$ cat src/rtl/csr_seq_ctrl_pkg.sv
// Shared definitions for the machine-mode CSR sequencing controller.
//   - CSR addresses touched by trap/mret sequencing (plus a few neighbours)
//   - CSR file access-type encodings
//   - sequencer state enum
//   - alignment helper used for MEPC / MTVEC base handling
package csr_seq_ctrl_pkg;

  localparam int CSR_XLEN = 32;

  // Access-type encodings, identical to the CSR file's own definitions.
  localparam logic [1:0] CSR_READ_ONLY = 2'b00;
  localparam logic [1:0] CSR_WRITE     = 2'b01;
  localparam logic [1:0] CSR_SET       = 2'b10;
  localparam logic [1:0] CSR_CLEAR     = 2'b11;

  localparam logic [11:0] CSR_MSTATUS = 12'h300;
  localparam logic [11:0] CSR_MIE     = 12'h304;
  localparam logic [11:0] CSR_MTVEC   = 12'h305;
  localparam logic [11:0] CSR_MEPC    = 12'h341;
  localparam logic [11:0] CSR_MCAUSE  = 12'h342;

  localparam logic [31:0] ALIGN_MASK = 32'hFFFF_FFFC;

  typedef enum logic [2:0] {
    ST_IDLE    = 3'd0,
    ST_T_EPC   = 3'd1,
    ST_T_CAUSE = 3'd2,
    ST_T_VEC   = 3'd3,
    ST_M_EPC   = 3'd4
  } state_e;

  function automatic logic [31:0] align4(input logic [31:0] a);
    return a & ALIGN_MASK;
  endfunction

endpackage

$ cat src/rtl/csr_seq_ctrl_if.sv
// Bundle of every non-clock signal around the CSR sequencing controller:
// pipeline CSR request/response, trap and mret handshakes, redirect output
// and the single access port of the CSR file.
//   slave  : the controller itself
//   master : the surrounding pipeline + CSR file
interface csr_seq_ctrl_if;
  import csr_seq_ctrl_pkg::*;

  logic                  req_valid;
  logic                  req_ready;
  logic [11:0]           req_number;
  logic [1:0]            req_access_type;
  logic [CSR_XLEN-1:0]   req_wdata;
  logic                  rvalid;
  logic [CSR_XLEN-1:0]   rdata;

  logic                  trap_valid;
  logic                  trap_ready;
  logic [CSR_XLEN-1:0]   trap_cause;
  logic [CSR_XLEN-1:0]   trap_epc;

  logic                  mret_valid;
  logic                  mret_ready;

  logic                  redirect_valid;
  logic [CSR_XLEN-1:0]   redirect_pc;
  logic                  busy;

  logic [11:0]           csr_number;
  logic [1:0]            csr_access_type;
  logic [CSR_XLEN-1:0]   csr_in;
  logic [CSR_XLEN-1:0]   csr_out;

  modport slave (
    input  req_valid, req_number, req_access_type, req_wdata,
    input  trap_valid, trap_cause, trap_epc, mret_valid, csr_out,
    output req_ready, rvalid, rdata, trap_ready, mret_ready,
    output redirect_valid, redirect_pc, busy,
    output csr_number, csr_access_type, csr_in
  );

  modport master (
    output req_valid, req_number, req_access_type, req_wdata,
    output trap_valid, trap_cause, trap_epc, mret_valid, csr_out,
    input  req_ready, rvalid, rdata, trap_ready, mret_ready,
    input  redirect_valid, redirect_pc, busy,
    input  csr_number, csr_access_type, csr_in
  );

endinterface

$ cat src/rtl/csr_seq_ctrl_trap_vector_calc.sv
// Trap target computation from MTVEC and MCAUSE (purely combinational).
//   i_mtvec       : current MTVEC value
//   i_cause       : latched mcause (bit 31 = interrupt)
//   i_vectored_en : allow vectored mode
//   o_target      : fetch target for the trap handler
module trap_vector_calc
  import csr_seq_ctrl_pkg::*;
(
  input  logic [31:0] i_mtvec,
  input  logic [31:0] i_cause,
  input  logic        i_vectored_en,
  output logic [31:0] o_target
);

  logic [31:0] w_base;
  logic        w_vectored;

  assign w_base     = align4(i_mtvec);
  // Modes 2 and 3 fall back to direct.
  assign w_vectored = i_vectored_en && (i_mtvec[1:0] == 2'b01) && i_cause[31];
  // Shifting the full cause drops bit 31, leaving cause[30:0]<<2 mod 2^32.
  assign o_target   = w_vectored ? (w_base + (i_cause << 2)) : w_base;

endmodule

$ cat src/rtl/csr_seq_ctrl.sv
// Arbiter/sequencer for the single machine-mode CSR file port.
// Shares the port between pipeline Zicsr requests and trap/mret sequencing,
// and produces the redirect PC for traps and mret.
//   clk    : clock
//   reset  : synchronous, active-high
//   bus    : csr_seq_ctrl_if.slave (request, trap, mret, redirect, CSR port)
//
// state      | meaning
// -----------+-----------------------------------------------
// ST_IDLE    | accept trap > mret > req; pass req to CSR file
// ST_T_EPC   | write MEPC with aligned trap epc
// ST_T_CAUSE | write MCAUSE with trap cause
// ST_T_VEC   | read MTVEC, compute handler target
// ST_M_EPC   | read MEPC for mret target
module csr_seq_ctrl
  import csr_seq_ctrl_pkg::*;
#(
  parameter int XLEN        = 32,
  parameter bit VECTORED_EN = 1'b1
) (
  input logic           clk,
  input logic           reset,
  csr_seq_ctrl_if.slave bus
);

  state_e            r_state;
  state_e            w_state_nxt;
  logic [XLEN-1:0]   r_cause;
  logic [XLEN-1:0]   r_epc;
  logic [XLEN-1:0]   r_rdata;
  logic [XLEN-1:0]   r_redirect_pc;
  logic              r_rvalid;
  logic              r_redirect_valid;
  logic [XLEN-1:0]   w_target;

  logic              w_trap_ready;
  logic              w_mret_ready;
  logic              w_req_ready;
  logic              w_req_fire;
  logic              w_trap_fire;
  logic [11:0]       w_csr_number;
  logic [1:0]        w_csr_access_type;
  logic [XLEN-1:0]   w_csr_in;

  trap_vector_calc u_trap_vector_calc (
    .i_mtvec       (bus.csr_out),
    .i_cause       (r_cause),
    .i_vectored_en (VECTORED_EN),
    .o_target      (w_target)
  );

  always_ff @(posedge clk) begin
    if (reset) r_state <= ST_IDLE;
    else       r_state <= w_state_nxt;
  end

  always_comb begin
    w_state_nxt = r_state;
    case (r_state)
      ST_IDLE: begin
        if (bus.trap_valid)      w_state_nxt = ST_T_EPC;
        else if (bus.mret_valid) w_state_nxt = ST_M_EPC;
      end
      ST_T_EPC:   w_state_nxt = ST_T_CAUSE;
      ST_T_CAUSE: w_state_nxt = ST_T_VEC;
      ST_T_VEC:   w_state_nxt = ST_IDLE;
      ST_M_EPC:   w_state_nxt = ST_IDLE;
      default:    w_state_nxt = ST_IDLE;
    endcase
  end

  // While reset is held the port is forced idle so an abandoned sequence
  // cannot commit one more write on the reset edge.
  always_comb begin
    w_trap_ready      = 1'b0;
    w_mret_ready      = 1'b0;
    w_req_ready       = 1'b0;
    w_csr_number      = 12'h000;
    w_csr_access_type = CSR_READ_ONLY;
    w_csr_in          = '0;
    if (!reset) begin
      case (r_state)
        ST_IDLE: begin
          w_trap_ready = 1'b1;
          w_mret_ready = !bus.trap_valid;
          w_req_ready  = !bus.trap_valid && !bus.mret_valid;
          if (bus.req_valid && w_req_ready) begin
            w_csr_number      = bus.req_number;
            w_csr_access_type = bus.req_access_type;
            w_csr_in          = bus.req_wdata;
          end
        end
        ST_T_EPC: begin
          w_csr_number      = CSR_MEPC;
          w_csr_access_type = CSR_WRITE;
          w_csr_in          = align4(r_epc);
        end
        ST_T_CAUSE: begin
          w_csr_number      = CSR_MCAUSE;
          w_csr_access_type = CSR_WRITE;
          w_csr_in          = r_cause;
        end
        ST_T_VEC: w_csr_number = CSR_MTVEC;
        ST_M_EPC: w_csr_number = CSR_MEPC;
        default: ;
      endcase
    end
  end

  assign w_req_fire  = bus.req_valid  && w_req_ready;
  assign w_trap_fire = bus.trap_valid && w_trap_ready;

  always_ff @(posedge clk) begin
    if (reset) begin
      r_rvalid         <= 1'b0;
      r_rdata          <= '0;
      r_cause          <= '0;
      r_epc            <= '0;
      r_redirect_valid <= 1'b0;
      r_redirect_pc    <= '0;
    end else begin
      r_rvalid <= w_req_fire;
      if (w_req_fire) r_rdata <= bus.csr_out;
      if (w_trap_fire) begin
        r_cause <= bus.trap_cause;
        r_epc   <= bus.trap_epc;
      end
      r_redirect_valid <= (r_state == ST_T_VEC) || (r_state == ST_M_EPC);
      if (r_state == ST_T_VEC)      r_redirect_pc <= w_target;
      else if (r_state == ST_M_EPC) r_redirect_pc <= align4(bus.csr_out);
    end
  end

  assign bus.trap_ready      = w_trap_ready;
  assign bus.mret_ready      = w_mret_ready;
  assign bus.req_ready       = w_req_ready;
  assign bus.csr_number      = w_csr_number;
  assign bus.csr_access_type = w_csr_access_type;
  assign bus.csr_in          = w_csr_in;
  assign bus.rvalid          = r_rvalid;
  assign bus.rdata           = r_rdata;
  assign bus.redirect_valid  = r_redirect_valid;
  assign bus.redirect_pc     = r_redirect_pc;
  assign bus.busy            = (r_state != ST_IDLE);

endmodule
$ cat src/flat_wrapper.sv
// flat-port wrapper written by rule: the top's interface ports become plain ports
module csr_seq_ctrl_flat import csr_seq_ctrl_pkg::*;
#(
  parameter int XLEN        = 32,
  parameter bit VECTORED_EN = 1'b1
)
  (clk, reset, bus_req_valid, bus_req_number, bus_req_access_type, bus_req_wdata, bus_trap_valid, bus_trap_cause, bus_trap_epc, bus_mret_valid, bus_csr_out, bus_req_ready, bus_rvalid, bus_rdata, bus_trap_ready, bus_mret_ready, bus_redirect_valid, bus_redirect_pc, bus_busy, bus_csr_number, bus_csr_access_type, bus_csr_in);
  csr_seq_ctrl_if bus_i ();
  input logic clk;
  input logic reset;
  input wire logic [$bits(bus_i.req_valid)-1:0] bus_req_valid;
  input wire logic [$bits(bus_i.req_number)-1:0] bus_req_number;
  input wire logic [$bits(bus_i.req_access_type)-1:0] bus_req_access_type;
  input wire logic [$bits(bus_i.req_wdata)-1:0] bus_req_wdata;
  input wire logic [$bits(bus_i.trap_valid)-1:0] bus_trap_valid;
  input wire logic [$bits(bus_i.trap_cause)-1:0] bus_trap_cause;
  input wire logic [$bits(bus_i.trap_epc)-1:0] bus_trap_epc;
  input wire logic [$bits(bus_i.mret_valid)-1:0] bus_mret_valid;
  input wire logic [$bits(bus_i.csr_out)-1:0] bus_csr_out;
  output wire logic [$bits(bus_i.req_ready)-1:0] bus_req_ready;
  output wire logic [$bits(bus_i.rvalid)-1:0] bus_rvalid;
  output wire logic [$bits(bus_i.rdata)-1:0] bus_rdata;
  output wire logic [$bits(bus_i.trap_ready)-1:0] bus_trap_ready;
  output wire logic [$bits(bus_i.mret_ready)-1:0] bus_mret_ready;
  output wire logic [$bits(bus_i.redirect_valid)-1:0] bus_redirect_valid;
  output wire logic [$bits(bus_i.redirect_pc)-1:0] bus_redirect_pc;
  output wire logic [$bits(bus_i.busy)-1:0] bus_busy;
  output wire logic [$bits(bus_i.csr_number)-1:0] bus_csr_number;
  output wire logic [$bits(bus_i.csr_access_type)-1:0] bus_csr_access_type;
  output wire logic [$bits(bus_i.csr_in)-1:0] bus_csr_in;
  assign bus_i.req_valid = bus_req_valid;
  assign bus_i.req_number = bus_req_number;
  assign bus_i.req_access_type = bus_req_access_type;
  assign bus_i.req_wdata = bus_req_wdata;
  assign bus_i.trap_valid = bus_trap_valid;
  assign bus_i.trap_cause = bus_trap_cause;
  assign bus_i.trap_epc = bus_trap_epc;
  assign bus_i.mret_valid = bus_mret_valid;
  assign bus_i.csr_out = bus_csr_out;
  assign bus_req_ready = bus_i.req_ready;
  assign bus_rvalid = bus_i.rvalid;
  assign bus_rdata = bus_i.rdata;
  assign bus_trap_ready = bus_i.trap_ready;
  assign bus_mret_ready = bus_i.mret_ready;
  assign bus_redirect_valid = bus_i.redirect_valid;
  assign bus_redirect_pc = bus_i.redirect_pc;
  assign bus_busy = bus_i.busy;
  assign bus_csr_number = bus_i.csr_number;
  assign bus_csr_access_type = bus_i.csr_access_type;
  assign bus_csr_in = bus_i.csr_in;
  csr_seq_ctrl #(.XLEN(XLEN), .VECTORED_EN(VECTORED_EN)) u_core (.clk(clk), .reset(reset), .bus(bus_i));
endmodule
$ cat config.mk
export PLATFORM = sky130hd
export DESIGN_NAME = csr_seq_ctrl_flat
export DESIGN_NICKNAME = d
export VERILOG_FILES = /design/src/rtl/csr_seq_ctrl_pkg.sv /design/src/rtl/csr_seq_ctrl_if.sv /design/src/rtl/csr_seq_ctrl_trap_vector_calc.sv /design/src/rtl/csr_seq_ctrl.sv /design/src/flat_wrapper.sv
export SDC_FILE = /design/constraint.sdc
export NUM_CORES = 1
export LEC_CHECK = 0
export CAP_MARGIN = 20
export CORE_UTILIZATION = 35
export CTS_BUF_LIST = sky130_fd_sc_hd__clkbuf_4
export CTS_CLUSTER_DIAMETER = 150
export CTS_CLUSTER_SIZE = 20
export DETAILED_ROUTE_END_ITERATION = 8
export GPL_TIMING_DRIVEN = 1
export HOLD_SLACK_MARGIN = 0.05
export PLACE_DENSITY_LB_ADDON = 0.1
export SETUP_SLACK_MARGIN = 0.5
export SLEW_MARGIN = 20
export SYNTH_ARGS = -nofsm -noshare
export SYNTH_HDL_FRONTEND = slang
export SYNTH_SLANG_ARGS = --single-unit
$ cat constraint.sdc
create_clock -name clk -period 2.89 [get_ports clk]
set_input_delay 0.289 -clock clk [delete_from_list [all_inputs] [get_ports clk]]
set_output_delay 0.289 -clock clk [all_outputs]
set_load 0.02 [all_outputs]
# [After elaboration in Yosys (flattened, before gate mapping)]
# Cells that the tools add are included.
[totals] output_inout_bits=116 word_cells=48 inputBits=147 reg_bits=133
[classes] add_sub_neg=1 n_eq_ne=6 reduce_logical=13 muxes=21
[ops] operator="$mux W32" count=5
[ops] operator="$pmux W32 S3" count=1
[ops] operator="$pmux W12 S4" count=1
[ops] operator="$add A32 B32 Y32" count=1
[ops] operator="$mux W12" count=2
[ops] operator="$pmux W3 S3" count=1
[ops] operator="$eq A3 B2 Y1 const B" count=2
[ops] operator="$mux W1" count=6
[ops] operator="$mux W3" count=2
[ops] operator="$logic_and A1 B1 Y1" count=5
[ops] operator="$mux W2" count=2
[ops] operator="$pmux W2 S2" count=1
[ops] operator="$reduce_or A2 Y1" count=2
[ops] operator="$eq A3 B1 Y1 const B" count=1
[ops] operator="$eq A3 B3 Y1 const B" count=1
[ops] operator="$logic_not A3 Y1" count=1
[ops] operator="$ne A3 B3 Y1 const B" count=1
[ops] operator="$reduce_bool A3 Y1" count=1
[ops] operator="$eq A2 B1 Y1 const B" count=1
[ops] operator="$logic_not A1 Y1" count=2
[ops] operator="$reduce_bool A2 Y1" count=1
[ops] operator="$logic_or A1 B1 Y1" count=1

# [Depth between registers and ports, before layout]
[logic_depth] depth_word=6 ltp_mapped=10 mapped_depth_nobuf=9

# [Hierarchy]
# Synthesis repeated with hierarchy kept, for this count alone.
[hier_totals] cells_unflattened=1023 hier_area_um2=7878.8
[modules_own_cells] module="csr_seq_ctrl" cells_per_inst=755 seq_area_each_um2=2622.5 area_each_um2=6090.8 n_inst=1
[modules_own_cells] module="trap_vector_calc" cells_per_inst=268 seq_area_each_um2=0.0 area_each_um2=1788.0 n_inst=1

# [Least setup slack after synthesis]
# No wires, ideal clock.
[synth_timing] path_kind="register to output" startpoint="register u_core.r_state[0]" endpoint="output port bus_csr_number[2]" required_ps=2601 stages_incl_launch_ff=8 setup_slack_ps=487 arrival_time_ps=2114 path_buffers=3 path_cell_list="dfxtp_1 buf_2 or3_1 clkbuf_1 nor3_2 buf_2 nand2_1 a211oi_1"
[synth_via] elab_chain_cells=4 elab_cells_between_ends=8 cone_classes="4 x eq/ne; 2 x mux; 2 x reduce/logical"
[synth_rtl] element="start, declared" line="csr_seq_ctrl.sv:26" text="state_e r_state;"
[synth_rtl] element="start signal, assigned" line="csr_seq_ctrl.sv:54" text="else r_state <= w_state_nxt;"
[synth_rtl] element="$eq A3 B1 Y1 / $eq A3 B3 Y1 (equally long branches)" line="csr_seq_ctrl.sv:82" text="case (r_state)"
[synth_rtl] element="$reduce_or A2 Y1 (no line)"
[synth_rtl] element="$pmux W12 S4 *" line="csr_seq_ctrl.sv:82"
[synth_rtl] element="$mux W12 *" line="csr_seq_ctrl.sv:81" text="if (!reset) begin"
[synth_rtl] element="end, declared" line="flat_wrapper.sv:28" text="output wire logic [$bits(bus_i.csr_number)-1:0] bus_csr_number;"
# Every way passes the cells marked *; elsewhere a longest branch is shown, timed or not.

# [Worst setup path after layout]
[layout_timing] startpoint="register u_core.r_state[1]" endpoint="output port bus_csr_in[17]"
[layout_via] elab_chain_cells=3 elab_cells_between_ends=5 cone_classes="2 x eq/ne; 2 x mux; 1 x reduce/logical"
[layout_rtl] element="$eq A3 B2 Y1 (tied with other cells)" line="csr_seq_ctrl.sv:82"
[layout_rtl] element="$pmux W32 S3 *" line="csr_seq_ctrl.sv:82"
[layout_rtl] element="$mux W32 *" line="csr_seq_ctrl.sv:81"
[layout_rtl] element="end, declared" line="flat_wrapper.sv:30" text="output wire logic [$bits(bus_i.csr_in)-1:0] bus_csr_in;"
# Marks and branches as above.

==> flow_summary.ini <==
[power_and_ir_drop]
p_per_area_nw_per_um2 = 428
power.share.switching_pct = 33.3
irDropWorstVdd_v = 0.000233
total_power_mw = 4.68
power_frac_clock_pct = 26.4
seqPwrFrac_pct = 42.6
intPower_mw = 3.12
p_leak_nw = 4.50
switching_power_mw = 1.56
combPwrFrac_pct = 31.0

[grt]
antenna_found_initial = 2
grt_usage_pct = 25.8
overflow = 0
grt_pass1_vias = 7302
grt_pass1_wl_mm = 40.3
grt_start_max_net_pins = 63

[clock_tree]
clk_path_buf_depth = 2
clock-sinks = 129
htree_levels = 4
clkTransAtPathRegs_ns = 0.13
root_buffer = clkbuf_4
clock_latency_ns = 0.55
cts_inserted_buffers = 17
cts_tree = yes
hold_buffers = 0

[floorplan]
die_area_um2 = 20600
start_util_pct = 35.9
core_um2 = 19500
die_x_um = 144
rows = 51
die_h_um = 144
ioPinCount = 263

[worst_setup_path]
timing.rr.end = u_core.bus.redirect_pc[31]
crit_chain = buf_4, nor2b_1, nor2b_2, buf_6, a222oi_1, nor2_1, buf_4
crit_path_max_fanout = 30
end_kind = primary output
ff2ff_path_depth = 8
ff2ff_setup_slack_ns = 0.52
crit_required_ns = 2.60
cp_common_cell = buf_4
max_stage_delay_ns = 0.61
worstSetupPathType = flop to primary output
cp_data_arrival_time_ns = 2.34
critPathSlowestCell = a222oi_1
r2r_start = u_core.r_cause[19]
critPathLaunchType = flop

[sta]
fin_setup_tns_ns = 0
finalCritPeriodShare_pct = 90.9
max_freq_mhz = 381
finalCriticalPeriod_ns = 2.63
rsz0062_at_grt = true
hold_viol = 0
slew_viol_final = 0
worst_slew_pin_slew_ns = 0.596
layout_setup_ws_ns = 0.262
finClkSkew_ns = 0.0182
max_slew_margin_pct = 60.2
finalSetupViolCount = 0
hold_slack_ns = 0.179

[min_path]
hold_class = primary input to flop
hold_start = reset
min_to = u_core.r_epc[22]
hold-path-cell-count = 3

[route]
wl_per_cell_um = 18.1
drtIter0Drc = 601
vias_per_cell = 5.15
via_count = 7607
ant_nets = 0
drt-pass1-iter-count = 6
drc_errors = 0
finalWirelength_mm = 26.7

[synth]
synth-edff-count = 0
synth_seq_cells = 129
synthArstFlopShare_pct = 0
ys_types = 61
avgSynthCellArea_um2 = 7.79
seq_area_frac_synth_pct = 36.8
yosys_warnings = 0
ys.flop_type = dfxtp_1
syn_area_um2 = 7010
syn_inst = 900

[cells_and_area]
final_cell_mix = 210 x nand2_1, 207 x clkdlybuf4s50_1, 118 x dfxtp_1
fin_nets = 1374
drive_gt1_share_pct = 18.8
layout_commonest_cell = nand2_1
syn_to_final_growth_pct = 56.0
fillers = 1946
layout.cells.non_filler = 1476

[placed_design]
place.gp.congestion = 0.870
dp.cells = 1404
io_buffers = 258
place_ws_ns = 0.0191
dpl.hpwl_mm = 18.7

[outcome]
status = completed

[job]
cap_violations = 0
[flip-flops by register name (all words and copies together) (netlist names)]
register / count
u_core.bus.redirect_pc: 30
u_core.r_epc: 30
u_core.r_state: 3
u_core.bus.rdata: 32
u_core.bus.rvalid: 1
u_core.r_cause: 32
u_core.bus.redirect_valid: 1
[layer usage]
metal | routed length [µm] | global-route usage (%) | up-vias
li1 | - | - | 3784
met2 | 12600 | 42.5 | 257
met4 | 400 | 7.45 | 2
met3 | 1740 | 5.83 | 30
met5 | 17 | 0 | -
met1 | 11900 | 33.6 | 3534
[worst max path at each step]
stage	from	endpoint	slack [ns]	cells past startpoint
floorplan	u_core.r_state[0]	bus_csr_number[8]	0.50	7
global placement	bus_csr_out[2]	u_core.bus.redirect_pc[30]	0.02	10
detailed placement	bus_csr_out[2]	u_core.bus.redirect_pc[22]	0.02	10
CTS	u_core.r_state[1]	bus_csr_number[6]	0.14	9
global route	u_core.r_state[1]	bus_csr_in[14]	0.12	9
finish	u_core.r_state[1]	bus_csr_in[17]	0.26	7
[critical path: cells and delay by family, from the launching register on]
kind	cells	cell delay, ns
compound gates	1	0.61
buf+inv	3	0.49
flops	1	0.37
simple gates	3	0.32
[power by group through the flow]
stage	logic (mW)	clock network, mW	registers, mW
floorplan	0.678	0	2.02
global placement	1.28	0	2.03
detailed placement	1.28	0	2.03
CTS	1.37	1.26	1.99
global route	1.58	1.34	2.01
finish	1.45	1.24	2.00
[area by class of cell]
| cell class | count | area [µm²] | area share, % |
|---|---|---|---|
| Multi-Input combinational cell | 699 | 4330 | 39.6 |
| Clock inverter | 13 | 120 | 1.10 |
| Timing Repair Buffer | 344 | 3380 | 30.9 |
| Antenna cell | 1 | 2.50 | 0.0229 |
| Tap cell | 265 | 332 | 3.03 |
| Sequential cell | 129 | 2600 | 23.8 |
| Inverter | 6 | 22.5 | 0.206 |
| Clock buffer | 19 | 143 | 1.30 |
[cell families after synthesis]
logic type | count (synthesis) | synth area share, %
flip-flops | 129 | 36.8
AND/OR/NAND/NOR | 422 | 28.2
buffers and inverters | 74 | 4.98
adder cells (fa/ha/maj) | 30 | 5.46
XOR/XNOR | 26 | 3.25
multiplexers | 5 | 0.732
AO/OA/AOI/OAI | 213 | 20.5
other | 1 | 0.0535
[Yosys cell counts (2+ instances only)]
master      n  area share (%)
o211ai_1    5            0.54
buf_4      12             1.3
a31oi_1     2            0.18
or3_1       3            0.27
nor3_1     16             1.1
o21ai_1     6            0.43
and2_1      9            0.80
nand3_1     8            0.57
nand3b_1   62             6.6
a211oi_1    5            0.54
o31ai_1     4            0.43
a222oi_1   30             4.3
nor4_1      2            0.18
a21boi_0    3            0.32
xnor2_1    14             1.7
ha_1       29             5.2
xor2_1     12             1.5
mux2i_1     4            0.57
buf_2      14             1.0
nand2_1   214              11
o21a_1      9            0.96
clkbuf_1   40             2.1
nor2b_1     4            0.36
nand2b_1    5            0.45
and3_1      3            0.27
a21oi_1    59             4.2
inv_1       5            0.27
nor2_1     83             4.4
o21bai_1    3            0.32
dfxtp_1   129              37
a22oi_1    24             2.6
nand4_1     5            0.45
o21ai_0    42             3.0
a21o_1      8            0.86
[per-stage QoR]
step / util, % / area (µm²)
2_1_floorplan: - / 7020
3_3_place_gp: 51.3 / 10000
3_5_place_dp: 51.3 / 10000
4_1_cts: 54.1 / 10600
5_1_grt: 56.0 / 10900
6_report: 56.0 / 10900
[what timing repair did]
item,CTS,global route
setup buffers,17,15
setup endpoints to repair,57,103
gates cloned,6,1
hold endpoints to repair,0,0
pin swaps,18,27
gates resized for setup,277,61
(Power assumes the default switching activity.)
